### src/rtl/viterbi_channel_injector.sv
// Channel error injector between convolutional encoder and Viterbi decoder.
// Seeded Galois LFSR drives random/burst triggers; counters cover one bounded window.
module viterbi_channel_injector #(
    parameter int          W         = 2,
    parameter int          N         = 3,
    parameter int          BURST_LEN = 4,
    parameter int          WINDOW    = 256,
    parameter logic [31:0] SEED      = 32'hACE12345
) (
    input  logic         clk,
    input  logic         rst,
    input  logic         clr_i,
    input  logic [1:0]   mode_i,
    input  logic [W-1:0] mask_i,
    input  logic         enable_i,
    input  logic [W-1:0] sym_i,
    output logic         valid_o,
    output logic [W-1:0] sym_o,
    output logic [W-1:0] err_mask_o,
    output logic [15:0]  inj_ct_o,
    output logic [15:0]  bit_err_ct_o,
    output logic [15:0]  word_ct_o,
    output logic         window_done_o
);

    localparam int          PW   = $clog2(W + 1);
    localparam int          BW   = (BURST_LEN > 1) ? $clog2(BURST_LEN) : 1;
    localparam logic [15:0] WIN  = 16'(WINDOW);
    // Left-shift Galois taps for x^32+x^22+x^2+x+1
    localparam logic [31:0] TAPS = 32'h0040_0007;

    typedef enum logic {StIdle, StBurst} state_t;

    state_t         r_state;
    logic [BW-1:0]  r_burst_ct;
    logic [31:0]    r_lfsr;
    logic           r_valid;
    logic [W-1:0]   r_sym;
    logic [W-1:0]   r_mask;
    logic [15:0]    r_inj_ct;
    logic [15:0]    r_bit_ct;
    logic [15:0]    r_word_ct;

    logic           w_trig;
    logic           w_active;
    logic [W-1:0]   w_m;
    logic [31:0]    w_lfsr_next;
    logic [PW-1:0]  w_pop;
    logic [16:0]    w_inj_sum;
    logic [16:0]    w_bit_sum;

    function automatic logic [PW-1:0] popcount(input logic [W-1:0] v);
        logic [PW-1:0] c;
        c = '0;
        for (int i = 0; i < W; i++) c = c + PW'(v[i]);
        return c;
    endfunction

    assign w_trig      = &r_lfsr[N-1:0];
    assign w_active    = (r_word_ct < WIN);
    assign w_lfsr_next = {r_lfsr[30:0], 1'b0} ^ ({32{r_lfsr[31]}} & TAPS);

    always_comb begin
        w_m = '0;
        if (w_active) begin
            unique case (mode_i)
                2'b00: w_m = '0;
                2'b01: w_m = w_trig ? mask_i : '0;
                2'b10: w_m = (r_state == StBurst || w_trig) ? mask_i : '0;
                2'b11: w_m = (&r_word_ct[N-1:0]) ? mask_i : '0;
                default: w_m = '0;
            endcase
        end
    end

    assign w_pop     = popcount(w_m);
    assign w_inj_sum = {1'b0, r_inj_ct} + 17'(w_m != '0);
    assign w_bit_sum = {1'b0, r_bit_ct} + 17'(w_pop);

    always_ff @(posedge clk or negedge rst) begin
        if (!rst) begin
            r_state    <= StIdle;
            r_burst_ct <= '0;
            r_lfsr     <= SEED;
            r_valid    <= 1'b0;
            r_sym      <= '0;
            r_mask     <= '0;
            r_inj_ct   <= '0;
            r_bit_ct   <= '0;
            r_word_ct  <= '0;
        end else if (clr_i) begin
            r_state    <= StIdle;
            r_burst_ct <= '0;
            r_lfsr     <= SEED;
            r_valid    <= 1'b0;
            r_sym      <= '0;
            r_mask     <= '0;
            r_inj_ct   <= '0;
            r_bit_ct   <= '0;
            r_word_ct  <= '0;
        end else begin
            r_valid <= enable_i;
            if (enable_i) begin
                r_sym  <= sym_i ^ w_m;
                r_mask <= w_m;
                r_lfsr <= w_lfsr_next;
                if (w_active) begin
                    r_word_ct <= r_word_ct + 16'd1;
                    r_inj_ct  <= w_inj_sum[16] ? 16'hFFFF : w_inj_sum[15:0];
                    r_bit_ct  <= w_bit_sum[16] ? 16'hFFFF : w_bit_sum[15:0];
                end
                // Leaving burst mode or running out of window aborts any burst in flight
                if (!w_active || mode_i != 2'b10) begin
                    r_state <= StIdle;
                end else begin
                    unique case (r_state)
                        StIdle: begin
                            if (w_trig) begin
                                r_burst_ct <= BW'(BURST_LEN - 1);
                                if (BURST_LEN > 1) r_state <= StBurst;
                            end
                        end
                        StBurst: begin
                            r_burst_ct <= r_burst_ct - BW'(1);
                            if (r_burst_ct == BW'(1)) r_state <= StIdle;
                        end
                        default: r_state <= StIdle;
                    endcase
                end
            end
        end
    end

    assign valid_o       = r_valid;
    assign sym_o         = r_sym;
    assign err_mask_o    = r_mask;
    assign inj_ct_o      = r_inj_ct;
    assign bit_err_ct_o  = r_bit_ct;
    assign word_ct_o     = r_word_ct;
    assign window_done_o = (r_word_ct == WIN);

endmodule

### config.mk
export PLATFORM = sky130hd
export DESIGN_NAME = viterbi_channel_injector
export DESIGN_NICKNAME = d
export VERILOG_FILES = /design/src/rtl/viterbi_channel_injector.sv
export SDC_FILE = /design/constraint.sdc
export NUM_CORES = 1
export LEC_CHECK = 0
export CAP_MARGIN = 10
export CORE_MARGIN = 5
export CORE_UTILIZATION = 50
export CTS_CLUSTER_SIZE = 25
export DETAILED_ROUTE_END_ITERATION = 6
export PLACE_DENSITY_LB_ADDON = 0.12
export SLEW_MARGIN = 15
export SYNTH_ARGS = -nofsm -noshare
export SYNTH_HDL_FRONTEND = slang
export SYNTH_SLANG_ARGS = --single-unit
### constraint.sdc
create_clock -name clk -period 3.59 [get_ports clk]
set_clock_uncertainty 0.2 [all_clocks]
set_input_delay 0.359 -clock clk [delete_from_list [all_inputs] [get_ports clk]]
set_output_delay 0.359 -clock clk [all_outputs]
set_load 0.01 [all_outputs]
==> results.txt <==
----------------------------------------------------
[Status]
  Outcome ... complete, no violations

[Floorplanning]
  Initial Utilization ... 51.05%
  Full die area ... 0.01089 mm2
  Number of placement rows ... 34
  Floorplan die width ... 104.4 um
  Vert. Die Dim ... 104.4 um
  Area of the core ... 0.008721 mm2
  Top-Level Pins ... 64

[Timing]
  Finish-stage setup viols ... 0
  Slew headroom ... 55.66%
  Transition at the pin with the smallest max-transition slack ... 0.6651 ns
  Summed negative setup slack over all endpoints ... 0 ns
  Fmax ... 300.6 MHz
  Period utilization ... 92.67%
  Fin crit period ... 3.327 ns
  Final max-slew violation count ... 0
  Unrepaired setup endpoints after global routing ... false
  Worst hold-check slack ... 0.2159 ns
  Final Hold Vio Count ... 0

[Clock tree]
  Total clock buffers created by CTS ... 9
  Number of buffers on the longest clock path ... 2
  Root Buffer ... clkbuf_8
  Total number of clock tree sinks ... 88
  Clock input transition at the sequential cells of the worst setup and hold paths ... 0.09 ns
  Clock tree from TritonCTS ... yes
  Post-CTS repair timing setup buffer count ... 0
  Count of H-tree levels built during CTS ... 3
  Clock network latency to the later pin of the worst-skew pair ... 0.35 ns

[Global routing]
  Pin count of the biggest net entering global routing ... 53
  Global-route usage over all layers ... 19.63%
  Via count of the first global-routing pass ... 3,560
  Sum of overflow across all layers after global routing ... 0
  Global-route wire length before repair ... 17,680 um
  Initial antenna violation count ... 0

[Synthesis]
  Mean cell area of the mapped netlist ... 9.871 um2
  Synth cell types ... 52
  Number of standard cells after synthesis ... 451
  Sequential fraction of the synthesis area ... 49.86%
  Synth Net Count ... 469
  Yosys warning count ... 0
  Number of flip-flops and latches in the synthesized netlist ... 88
  Proportion of register bits with asynchronous set or reset after synthesis ... 100.0%
  Top flip-flop cell by instance count after synthesis ... dfrtp_1
  Cell area after synthesis ... 0.004452 mm2
  Number of enable flip-flop cells after synthesis ... 0

[Detailed routing]
  Overall routed net length ... 10,570 um
  Post-DR wirelength/cell ... 16.88 um
  Vias per inst ... 5.941
  Detail Route Antenna Nets ... 0
  Total via count in the routed design ... 3,719
  Iteration count of the initial detailed-routing pass ... 4
  Drt first-iter violations ... 216
  Post-route DRC violation count ... 0

[Layout]
  Final Instance Area ... 0.005449 mm2
  Layout area overhead ... 22.40%
  Final Instance Count excl. Fillers ... 626
  Final layout net count ... 531
  Fin util ... 62.48%
  Number of antenna cells inserted ... 0
  Share of post-route cells with drive strength above 1 ... 10.62%

[Place]
  # port buffers ... 63
  Final GP Congestion ... 0.8148
  Number of placed instances with taps included ... 609
  Detailed Place HPWL ... 7258 um
  Post-detailed-placement cell area ... 0.005205 mm2

[Worst hold path]
  Worst hold path class ... input pin to flip-flop

[Worst setup path]
  Kind of capture point of the worst setup path ... flip-flop
  Arrival @ worst endpoint ... 3.34 ns
  Sort of element at the start of the critical path ... flip-flop
  Required time reported for the critical path endpoint ... 3.60 ns
  Maximum fanout along the worst path ... 5
  Class of the most critical setup path ... flip-flop to flip-flop

[Power and ir drop]
  Max IR drop VDD ... 244.2 uV
  P per Cell Area ... 368.2 mW/mm2
  Leakage power ... 0.002294 uW

[Flow run]
  Max-cap violation count ... 0

----------------------------------------------------
==> logic make-up (layout without fill, tap and decap cells) <==
| logic type | count (synthesis) | in the layout | share of synthesized area, % |
|---|---|---|---|
| adders and majority gates | 8 | 8 | 2.417 |
| AOI/OAI and AO/OA | 81 | 81 | 13.21 |
| and+or+nand+nor | 203 | 203 | 24.40 |
| muxes | 19 | 19 | 4.300 |
| buffers and inverters | 40 | 107 | 3.457 |
| DFF | 88 | 88 | 49.86 |
| xor gates and xnor gates | 12 | 12 | 2.361 |
==> layer usage <==
metal / share of wire, % / track usage, %
met2: 50 / 32.31
met3: 5.1 / 4.407
met5: 0 / 0
met4: 1.4 / 6.198
met1: 44 / 25.71
==> layout by cell type, fill, tap and decap left out, types with 3 or more instances in the layout <==
cell type / instances
and2_1: 5
clkdlybuf4s50_1: 60
nor3_1: 15
a311oi_1: 5
nand2_1: 26
or3_1: 3
dfstp_2: 14
o21ai_0: 6
inv_1: 13
nand4_1: 16
buf_4: 15
a211oi_1: 9
nor2_1: 55
and4_1: 4
ha_1: 7
mux2i_1: 18
a21oi_1: 14
nand3_1: 14
and3_1: 5
a2111oi_0: 3
a211o_1: 16
nor4_1: 14
clkbuf_8: 11
or4_1: 6
nor2b_1: 25
dfrtp_1: 74
xnor2_1: 11
a31oi_1: 12
==> power breakdown <==
part           leakage [uW]  internal, uW  switching [uW]
sequential          0.00116          1030            23.3
clock              0.000113           434             359
combinational       0.00102          66.6            94.8
==> metrics by stage <==
| step | total power (uW) | setup slack, ns |
|---|---|---|
| finish | 2006 | 0.2633 |
| CTS | 2024 | 0.1905 |
| detailed placement | 1234 | 0.06396 |
| floorplan | 1162 | 0.3311 |
| global route | 2091 | 0.08781 |
| global placement | 1231 | 0.2047 |
==> worst paths after layout <==
kind / slack [ns] / depth (start not counted) / from / end
max: 0.26 / 13 / word_ct_o[0] / bit_err_ct_o[5]
max reg2reg: 0.26 / 13 / word_ct_o[0] / bit_err_ct_o[5]
min reg2reg: 0.29 / 1 / r_lfsr[12] / r_lfsr[13]
max in group asynchronous: 2.03 / 3 / rst / bit_err_ct_o[5]
min: 0.22 / 2 / clr_i / word_ct_o[3]
min in group asynchronous: 0.37 / 2 / rst / bit_err_ct_o[11]
==> cell usage after synthesis, types with 15 or more instances <==
cell	instances	area share, %
a211o_1	16	3.1
nand2_1	26	2.2
dfrtp_1	74	42
mux2i_1	18	4.0
nor3_1	15	1.7
nor2_1	56	4.7
clkbuf_1	18	1.5
nor2b_1	25	3.5
nand4_1	16	2.2
==> final cells by class <==
cell class	count	area, um2
clock buffer	12	155.1
multi-input combinational	323	2081
timing repair buffer	78	733.2
sequential	88	2220
fill	712	3272
clock inverter	4	76.32
inverter	13	48.80
tap	108	135.1
==> critical path: stages, from the launching register on <==
cell,delay (ns)
dfrtp_1,0.46
ha_1,0.27
ha_1,0.20
and2_1,0.15
o21ai_1,0.20
a21o_1,0.19
inv_1,0.06
fa_1,0.45
ha_1,0.24
nand3_1,0.18
nor4_2,0.09
buf_4,0.15
nor4b_1,0.26
a211oi_1,0.09
==> repair_timing <==
item / CTS / global route
hold buffers: 1 / 0
hold endpoints to repair: 43 / 0
endpoints found under the setup margin: 0 / 2
resized for setup: 0 / 2
==> registers in the layout (all words and copies together) (netlist names) <==
register,count
bit_err_ct_o,16
r_burst_ct,2
word_ct_o,16
r_lfsr,32
valid_o,1
err_mask_o,2
sym_o,2
inj_ct_o,16
r_state,1
Power figures use the tool's default switching activity.
